<file path="src/rtl/mmio_bus_arbiter_pkg.sv">
// Shared types and constants for the two-master MMIO arbiter.
// Holds the FSM encoding, the default timeout read data and the MMIO window base.
package mmio_bus_arbiter_pkg;

    typedef enum logic [1:0] {
        IDLE = 2'd0,
        BUSY = 2'd1,
        RESP = 2'd2
    } state_e;

    localparam logic [31:0] ERR_DATA_DEFAULT = 32'hDEAD_BEEF;
    localparam logic [31:0] MMIO_BASE        = 32'hFFFF_0000;

    typedef struct packed {
        logic        write;
        logic [31:0] addr;
        logic [31:0] wdata;
    } mmio_req_t;

endpackage

</file>
<file path="src/rtl/mmio_bus_arbiter_if.sv">
// Bundle of both requester ports and the downstream device port of the arbiter.
// The slave modport is the arbiter's view; master is the environment's view.
interface mmio_bus_arbiter_if;
    logic        m0_read;
    logic        m0_write;
    logic [31:0] m0_addr;
    logic [31:0] m0_write_data;
    logic        m0_done;
    logic [31:0] m0_read_data;
    logic        m0_err;

    logic        m1_read;
    logic        m1_write;
    logic [31:0] m1_addr;
    logic [31:0] m1_write_data;
    logic        m1_done;
    logic [31:0] m1_read_data;
    logic        m1_err;

    logic        mmio_read;
    logic        mmio_write;
    logic [31:0] mmio_addr;
    logic [31:0] mmio_write_data;
    logic        mmio_done;
    logic [31:0] mmio_read_data;

    modport slave (
        input  m0_read, m0_write, m0_addr, m0_write_data,
        output m0_done, m0_read_data, m0_err,
        input  m1_read, m1_write, m1_addr, m1_write_data,
        output m1_done, m1_read_data, m1_err,
        output mmio_read, mmio_write, mmio_addr, mmio_write_data,
        input  mmio_done, mmio_read_data
    );

    modport master (
        output m0_read, m0_write, m0_addr, m0_write_data,
        input  m0_done, m0_read_data, m0_err,
        output m1_read, m1_write, m1_addr, m1_write_data,
        input  m1_done, m1_read_data, m1_err,
        input  mmio_read, mmio_write, mmio_addr, mmio_write_data,
        output mmio_done, mmio_read_data
    );
endinterface

</file>
<file path="src/rtl/mmio_bus_arbiter_rr_pick.sv">
// Two-way round-robin picker: on a tie, grants the master that was not granted last.
// Purely combinational; grant_o is one-hot, bit 0 = M0.
module mmio_bus_arbiter_rr_pick (
    input  logic [1:0] req_i,
    input  logic       last_grant_i,
    output logic [1:0] grant_o,
    output logic       valid_o
);

    always_comb begin
        grant_o = 2'b00;
        case (req_i)
            2'b01:   grant_o = 2'b01;
            2'b10:   grant_o = 2'b10;
            2'b11:   grant_o = last_grant_i ? 2'b01 : 2'b10;
            default: grant_o = 2'b00;
        endcase
    end

    assign valid_o = |req_i;

endmodule

</file>
<file path="src/rtl/mmio_bus_arbiter.sv">
// Shares one MMIO device port between M0 (CPU) and M1 (debug), one transaction at a time.
// Define MMIO_ARB_FIXED_PRIO_EN for fixed priority (M0 wins ties); default is round-robin.
// state | meaning
// IDLE  | waiting for a request; latches the winner's op/addr/wdata
// BUSY  | strobes held; waits for mmio_done or the timeout count
// RESP  | one-cycle done pulse with read data and err to the granted master
module mmio_bus_arbiter
    import mmio_bus_arbiter_pkg::*;
#(
    parameter int unsigned TIMEOUT  = 1024,
    parameter logic [31:0] ERR_DATA = ERR_DATA_DEFAULT
) (
    input  logic                sys_clk,
    input  logic                rst,
    mmio_bus_arbiter_if.slave   bus
);

    localparam int unsigned     CNT_W    = $clog2(TIMEOUT);
    localparam logic [CNT_W-1:0] CNT_LAST = CNT_W'(TIMEOUT - 1);

    state_e           state_q, state_d;
    logic             sel_q, sel_d;
    mmio_req_t        req_q, req_d;
    logic             rd_q, rd_d;
    logic             wr_q, wr_d;
    logic [CNT_W-1:0] cnt_q, cnt_d;
    logic [31:0]      rdata_q, rdata_d;
    logic             err_q, err_d;

    logic [1:0]       req;
    logic [1:0]       grant;
    logic             grant_valid;
    mmio_req_t        win_req;

    assign req = {bus.m1_read | bus.m1_write, bus.m0_read | bus.m0_write};

`ifdef MMIO_ARB_FIXED_PRIO_EN
    assign grant       = req[0] ? 2'b01 : {req[1], 1'b0};
    assign grant_valid = |req;
`else
    logic last_grant_q, last_grant_d;

    mmio_bus_arbiter_rr_pick u_pick (
        .req_i        (req),
        .last_grant_i (last_grant_q),
        .grant_o      (grant),
        .valid_o      (grant_valid)
    );

    assign last_grant_d = (state_q == IDLE && grant_valid) ? grant[1] : last_grant_q;

    // Reset value 1 makes M0 win the first tie.
    always_ff @(posedge sys_clk or posedge rst) begin
        if (rst) last_grant_q <= 1'b1;
        else     last_grant_q <= last_grant_d;
    end
`endif

    // A request with both read and write high is treated as a write.
    assign win_req = grant[1] ? '{write: bus.m1_write, addr: bus.m1_addr, wdata: bus.m1_write_data}
                              : '{write: bus.m0_write, addr: bus.m0_addr, wdata: bus.m0_write_data};

    always_ff @(posedge sys_clk or posedge rst) begin
        if (rst) begin
            state_q <= IDLE;
            sel_q   <= 1'b0;
            req_q   <= '0;
            rd_q    <= 1'b0;
            wr_q    <= 1'b0;
            cnt_q   <= '0;
            rdata_q <= '0;
            err_q   <= 1'b0;
        end else begin
            state_q <= state_d;
            sel_q   <= sel_d;
            req_q   <= req_d;
            rd_q    <= rd_d;
            wr_q    <= wr_d;
            cnt_q   <= cnt_d;
            rdata_q <= rdata_d;
            err_q   <= err_d;
        end
    end

    always_comb begin
        state_d = state_q;
        sel_d   = sel_q;
        req_d   = req_q;
        rd_d    = rd_q;
        wr_d    = wr_q;
        cnt_d   = cnt_q;
        rdata_d = rdata_q;
        err_d   = err_q;
        case (state_q)
            IDLE: begin
                rdata_d = '0;
                err_d   = 1'b0;
                if (grant_valid) begin
                    state_d = BUSY;
                    sel_d   = grant[1];
                    req_d   = win_req;
                    rd_d    = ~win_req.write;
                    wr_d    = win_req.write;
                    cnt_d   = '0;
                end
            end
            BUSY: begin
                if (bus.mmio_done) begin
                    state_d = RESP;
                    rd_d    = 1'b0;
                    wr_d    = 1'b0;
                    rdata_d = req_q.write ? 32'h0 : bus.mmio_read_data;
                    err_d   = 1'b0;
                end else if (cnt_q == CNT_LAST) begin
                    state_d = RESP;
                    rd_d    = 1'b0;
                    wr_d    = 1'b0;
                    rdata_d = ERR_DATA;
                    err_d   = 1'b1;
                end else begin
                    cnt_d = cnt_q + 1'b1;
                end
            end
            RESP:    state_d = IDLE;
            default: state_d = IDLE;
        endcase
    end

    always_comb begin
        bus.m0_done      = (state_q == RESP) && !sel_q;
        bus.m1_done      = (state_q == RESP) &&  sel_q;
        bus.m0_read_data = bus.m0_done ? rdata_q : 32'h0;
        bus.m1_read_data = bus.m1_done ? rdata_q : 32'h0;
        bus.m0_err       = bus.m0_done & err_q;
        bus.m1_err       = bus.m1_done & err_q;
    end

    assign bus.mmio_read       = rd_q;
    assign bus.mmio_write      = wr_q;
    assign bus.mmio_addr       = req_q.addr;
    assign bus.mmio_write_data = req_q.wdata;

endmodule
</file>
<file path="src/flat_wrapper.sv">
// flat-port wrapper written by rule: the top's interface ports become plain ports
module mmio_bus_arbiter_flat import mmio_bus_arbiter_pkg::*;
#(
    parameter int unsigned TIMEOUT  = 1024,
    parameter logic [31:0] ERR_DATA = ERR_DATA_DEFAULT
)
  (sys_clk, rst, bus_m0_read, bus_m0_write, bus_m0_addr, bus_m0_write_data, bus_m0_done, bus_m0_read_data, bus_m0_err, bus_m1_read, bus_m1_write, bus_m1_addr, bus_m1_write_data, bus_m1_done, bus_m1_read_data, bus_m1_err, bus_mmio_read, bus_mmio_write, bus_mmio_addr, bus_mmio_write_data, bus_mmio_done, bus_mmio_read_data);
  mmio_bus_arbiter_if bus_i ();
  input  logic sys_clk;
  input  logic rst;
  input wire logic [$bits(bus_i.m0_read)-1:0] bus_m0_read;
  input wire logic [$bits(bus_i.m0_write)-1:0] bus_m0_write;
  input wire logic [$bits(bus_i.m0_addr)-1:0] bus_m0_addr;
  input wire logic [$bits(bus_i.m0_write_data)-1:0] bus_m0_write_data;
  output wire logic [$bits(bus_i.m0_done)-1:0] bus_m0_done;
  output wire logic [$bits(bus_i.m0_read_data)-1:0] bus_m0_read_data;
  output wire logic [$bits(bus_i.m0_err)-1:0] bus_m0_err;
  input wire logic [$bits(bus_i.m1_read)-1:0] bus_m1_read;
  input wire logic [$bits(bus_i.m1_write)-1:0] bus_m1_write;
  input wire logic [$bits(bus_i.m1_addr)-1:0] bus_m1_addr;
  input wire logic [$bits(bus_i.m1_write_data)-1:0] bus_m1_write_data;
  output wire logic [$bits(bus_i.m1_done)-1:0] bus_m1_done;
  output wire logic [$bits(bus_i.m1_read_data)-1:0] bus_m1_read_data;
  output wire logic [$bits(bus_i.m1_err)-1:0] bus_m1_err;
  output wire logic [$bits(bus_i.mmio_read)-1:0] bus_mmio_read;
  output wire logic [$bits(bus_i.mmio_write)-1:0] bus_mmio_write;
  output wire logic [$bits(bus_i.mmio_addr)-1:0] bus_mmio_addr;
  output wire logic [$bits(bus_i.mmio_write_data)-1:0] bus_mmio_write_data;
  input wire logic [$bits(bus_i.mmio_done)-1:0] bus_mmio_done;
  input wire logic [$bits(bus_i.mmio_read_data)-1:0] bus_mmio_read_data;
  assign bus_i.m0_read = bus_m0_read;
  assign bus_i.m0_write = bus_m0_write;
  assign bus_i.m0_addr = bus_m0_addr;
  assign bus_i.m0_write_data = bus_m0_write_data;
  assign bus_m0_done = bus_i.m0_done;
  assign bus_m0_read_data = bus_i.m0_read_data;
  assign bus_m0_err = bus_i.m0_err;
  assign bus_i.m1_read = bus_m1_read;
  assign bus_i.m1_write = bus_m1_write;
  assign bus_i.m1_addr = bus_m1_addr;
  assign bus_i.m1_write_data = bus_m1_write_data;
  assign bus_m1_done = bus_i.m1_done;
  assign bus_m1_read_data = bus_i.m1_read_data;
  assign bus_m1_err = bus_i.m1_err;
  assign bus_mmio_read = bus_i.mmio_read;
  assign bus_mmio_write = bus_i.mmio_write;
  assign bus_mmio_addr = bus_i.mmio_addr;
  assign bus_mmio_write_data = bus_i.mmio_write_data;
  assign bus_i.mmio_done = bus_mmio_done;
  assign bus_i.mmio_read_data = bus_mmio_read_data;
  mmio_bus_arbiter #(.TIMEOUT(TIMEOUT), .ERR_DATA(ERR_DATA)) u_core (.sys_clk(sys_clk), .rst(rst), .bus(bus_i));
endmodule
</file>
<file path="config.mk">
export PLATFORM = sky130hd
export DESIGN_NAME = mmio_bus_arbiter_flat
export DESIGN_NICKNAME = d
export VERILOG_FILES = /design/src/rtl/mmio_bus_arbiter_pkg.sv /design/src/rtl/mmio_bus_arbiter_if.sv /design/src/rtl/mmio_bus_arbiter_rr_pick.sv /design/src/rtl/mmio_bus_arbiter.sv /design/src/flat_wrapper.sv
export SDC_FILE = /design/constraint.sdc
export NUM_CORES = 1
export LEC_CHECK = 0
export CORE_MARGIN = 1
export CORE_UTILIZATION = 45
export CTS_CLUSTER_DIAMETER = 50
export CTS_CLUSTER_SIZE = 30
export DETAILED_ROUTE_END_ITERATION = 8
export PLACE_DENSITY = 0.95
export SYNTH_ARGS = -nofsm -noshare
export SYNTH_HDL_FRONTEND = slang
export SYNTH_SLANG_ARGS = --single-unit
</file>
<file path="constraint.sdc">
create_clock -name sys_clk -period 9.1 [get_ports sys_clk]
set_input_delay 1.365 -clock sys_clk [delete_from_list [all_inputs] [get_ports sys_clk]]
set_output_delay 1.365 -clock sys_clk [all_outputs]
set_load 0.03 [all_outputs]
</file>
==> flow_summary.yaml <==
run_status:
  status: "completed"
clock_tree:
  root_buffer: "clkbuf_16"
  cts_tree: "yes"
  post_cts_buffers: 0
  clock_sinks: 114
  postCtsResizedCells: 0
  insertion_delay_ns: 0.40
  cts_buffers: 17
  clock_path_buffers: 2
  htreeDepth: 4
  path_clk_slew_ns: 0.05
  cts_hold_buffers: 0
power:
  seqPwrFrac: 0.293
  internal-power_mw: 1.84
  power_frac_comb: 0.482
  power.leakage_nw: 4.07
  clock_power_share: 0.225
  p_sw_frac: 0.398
  ir_drop_mv: 0.185
  finalPower_mw: 3.06
  power_density_mw_per_mm2: 325
  power_switching_mw: 1.22
sta:
  hold_viol: 0
  setup_tns_ns: 0
  worstMarginPinSlew_ns: 1.02
  grt_setup_unrepaired: "no"
  slew_headroom: 0.321
  setup_viol: 0
  max_freq_ghz: 0.239
  finalCritPeriodShare: 0.460
  layout_min_cycle_time_ns: 4.19
  skew_ns: 0.00667
  layout_setup_ws_ns: 4.91
  finalMaxSlewViolations: 0
worst_hold_path:
  min_to: "u_core.bus.mmio_write_data[31]"
  holdPathStages: 2
  hold_class: "reg2reg"
  min_from: "u_core.bus.mmio_write_data[31]"
critical_path:
  cp-end-kind: "output port"
  cp.required_ns: 7.74
  r2r-end: "u_core.bus.mmio_write_data[14]"
  cp.arrival_ns: 2.82
  critical_path_class: "reg2out"
  critPathMaxFanout: 34
  ff2ff_setup_slack_ns: 6.58
  worst-r2r-cell-count: 5
  r2r-start: "u_core.last_grant_q"
  worstSetupStartpointType: "register"
placed_design:
  port-buffer-count: 300
  placedCellCount: 997
  place_congestion: 0.803
  pre_cts_ws_ns: 4.80
  place_hpwl_um: 13000
drt:
  ant_nets: 0
  routed_wl_um: 17700
  wl_per_cell_um: 17.3
  viasPerCell: 5.07
  drc: 0
  via_count: 5209
  drt-initial-drc-count: 247
  first_pass_iters: 4
synthesis:
  synthCells: 616
  ys_ff_latch: 114
  syn-cell-area_mm2: 0.00620
  seq_area_frac_synth: 0.461
  yosysWarnings: 0
  syn_area_per_cell_um2: 10.1
  synth_edf_count: 0
  ys_types: 49
  synth_ff_type: "dfrtp_1"
  synth_nets: 784
  async_flop_share: 1.00
floorplanning:
  coreArea_mm2: 0.0133
  die_area_mm2: 0.0142
  rows: 42
  dieHeight_um: 119
  io_pins: 301
  initial_utilization: 0.464
  chipWidth_um: 119
global_routing:
  gr-usage-met2: 0.443
  use_met1: 0.277
  track_usage: 0.253
  grt-busiest-layer: "met2"
  grt_pass1_wl_um: 27600
  antenna_found_initial: 0
  overflow: 0
  grt_max_degree: 104
  grt_pass1_vias: 5145
  grt_use_met3: 0.0752
final_layout:
  final_util: 0.706
  finalNonFillerCells: 1027
  layout-drive-gt1-share: 0.0787
  layout_common_cells: "clkdlybuf4s50_1 (300), dfrtp_1 (113), nand2_1 (97)"
  nNetsFinal: 1008
  diodes: 0
  final_common_cell: "clkdlybuf4s50_1"
  area_growth_pct: 52.1
run:
  maxCapViolCount: 0
[synth_stat cells, types with 7 or more instances]
| cell type | count | area share |
|---|---|---|
| dfrtp_1 | 113 | 0.46 |
| nand2_1 | 97 | 0.059 |
| buf_4 | 69 | 0.084 |
| and2_1 | 67 | 0.068 |
| mux2i_1 | 64 | 0.10 |
| o21ai_0 | 44 | 0.036 |
| o21ai_1 | 28 | 0.023 |
| a2bb2oi_2 | 19 | 0.046 |
| buf_2 | 14 | 0.011 |
| clkbuf_1 | 14 | 0.0085 |
| a22o_1 | 10 | 0.014 |
| nor2_1 | 7 | 0.0042 |
[how the worst max path moves through the flow]
stage | start | end | slack, ns
floorplan | rst | u_core.bus.mmio_addr[0] | 4.72
global placement | bus_m1_write | u_core.cnt_q[6] | 4.92
detailed placement | bus_m1_write | u_core.cnt_q[8] | 4.80
CTS | u_core.state_q[1] | bus_m1_read_data[31] | 4.94
global route | u_core.state_q[1] | bus_m1_read_data[10] | 4.78
finish | u_core.state_q[1] | bus_m1_read_data[31] | 4.91
[state kept, by name, summed over array words and instances, names as in the netlist]
signal	flops
u_core.req_q	1
u_core.bus.mmio_write	1
u_core.state_q	2
u_core.err_q	1
u_core.bus.mmio_read	1
u_core.bus.mmio_addr	32
u_core.sel_q	1
u_core.last_grant_q	1
u_core.cnt_q	10
u_core.rdata_q	32
u_core.bus.mmio_write_data	32
[worst max-delay path: stages, from the launching register on]
cell and delay, ns:
dfrtp_1 0.56, and3b_1 0.90, and2_1 0.25, clkdlybuf4s50_1 0.69
[cell type report]
type | count | area (µm²)
Fill cell | 947 | 3920
Clock buffer | 25 | 485
Timing Repair Buffer | 307 | 3060
Inverter | 6 | 25.0
Clock inverter | 5 | 125
Sequential cell | 114 | 2850
Multi-Input combinational cell | 394 | 2660
Tap cell | 176 | 220
[logic make-up (layout without fill, tap and decap cells)]
logic type | count (synthesis) | after routing | synth area share
and+or+nand+nor | 203 | 203 | 0.170
muxes | 64 | 64 | 0.103
adders and majority gates | 1 | 1 | 0.00202
DFF | 114 | 114 | 0.461
buffers and inverters | 108 | 343 | 0.114
AOI/OAI and AO/OA | 126 | 126 | 0.150
[per-stage QoR]
stage,hold slack (ns),instance area (µm²)
finish,0.475,9430
global route,0.501,9430
CTS,0.480,9430
detailed placement,0.469,8820
global placement,0.461,8820
floorplan,0.451,6200
[power by group through the flow]
| stage | Combinational [mW] | Sequential [mW] | Clock, mW |
|---|---|---|---|
| 6_report | 1.48 | 0.896 | 0.688 |
| 5_1_grt | 1.57 | 0.925 | 0.726 |
| 4_1_cts | 1.48 | 0.895 | 0.700 |
| 3_5_place_dp | 1.47 | 0.899 | 0 |
| 3_3_place_gp | 1.43 | 0.882 | 0 |
| 2_1_floorplan | 1.16 | 0.848 | 0 |
[layer usage]
layer	routed length (µm)	share of wire	vias to the layer above
li1	-	-	2489
met4	665	0.038	0
met2	9120	0.51	215
met1	6790	0.38	2458
met5	0	0	-
met3	1150	0.065	47
Power figures use the tool's default switching activity.
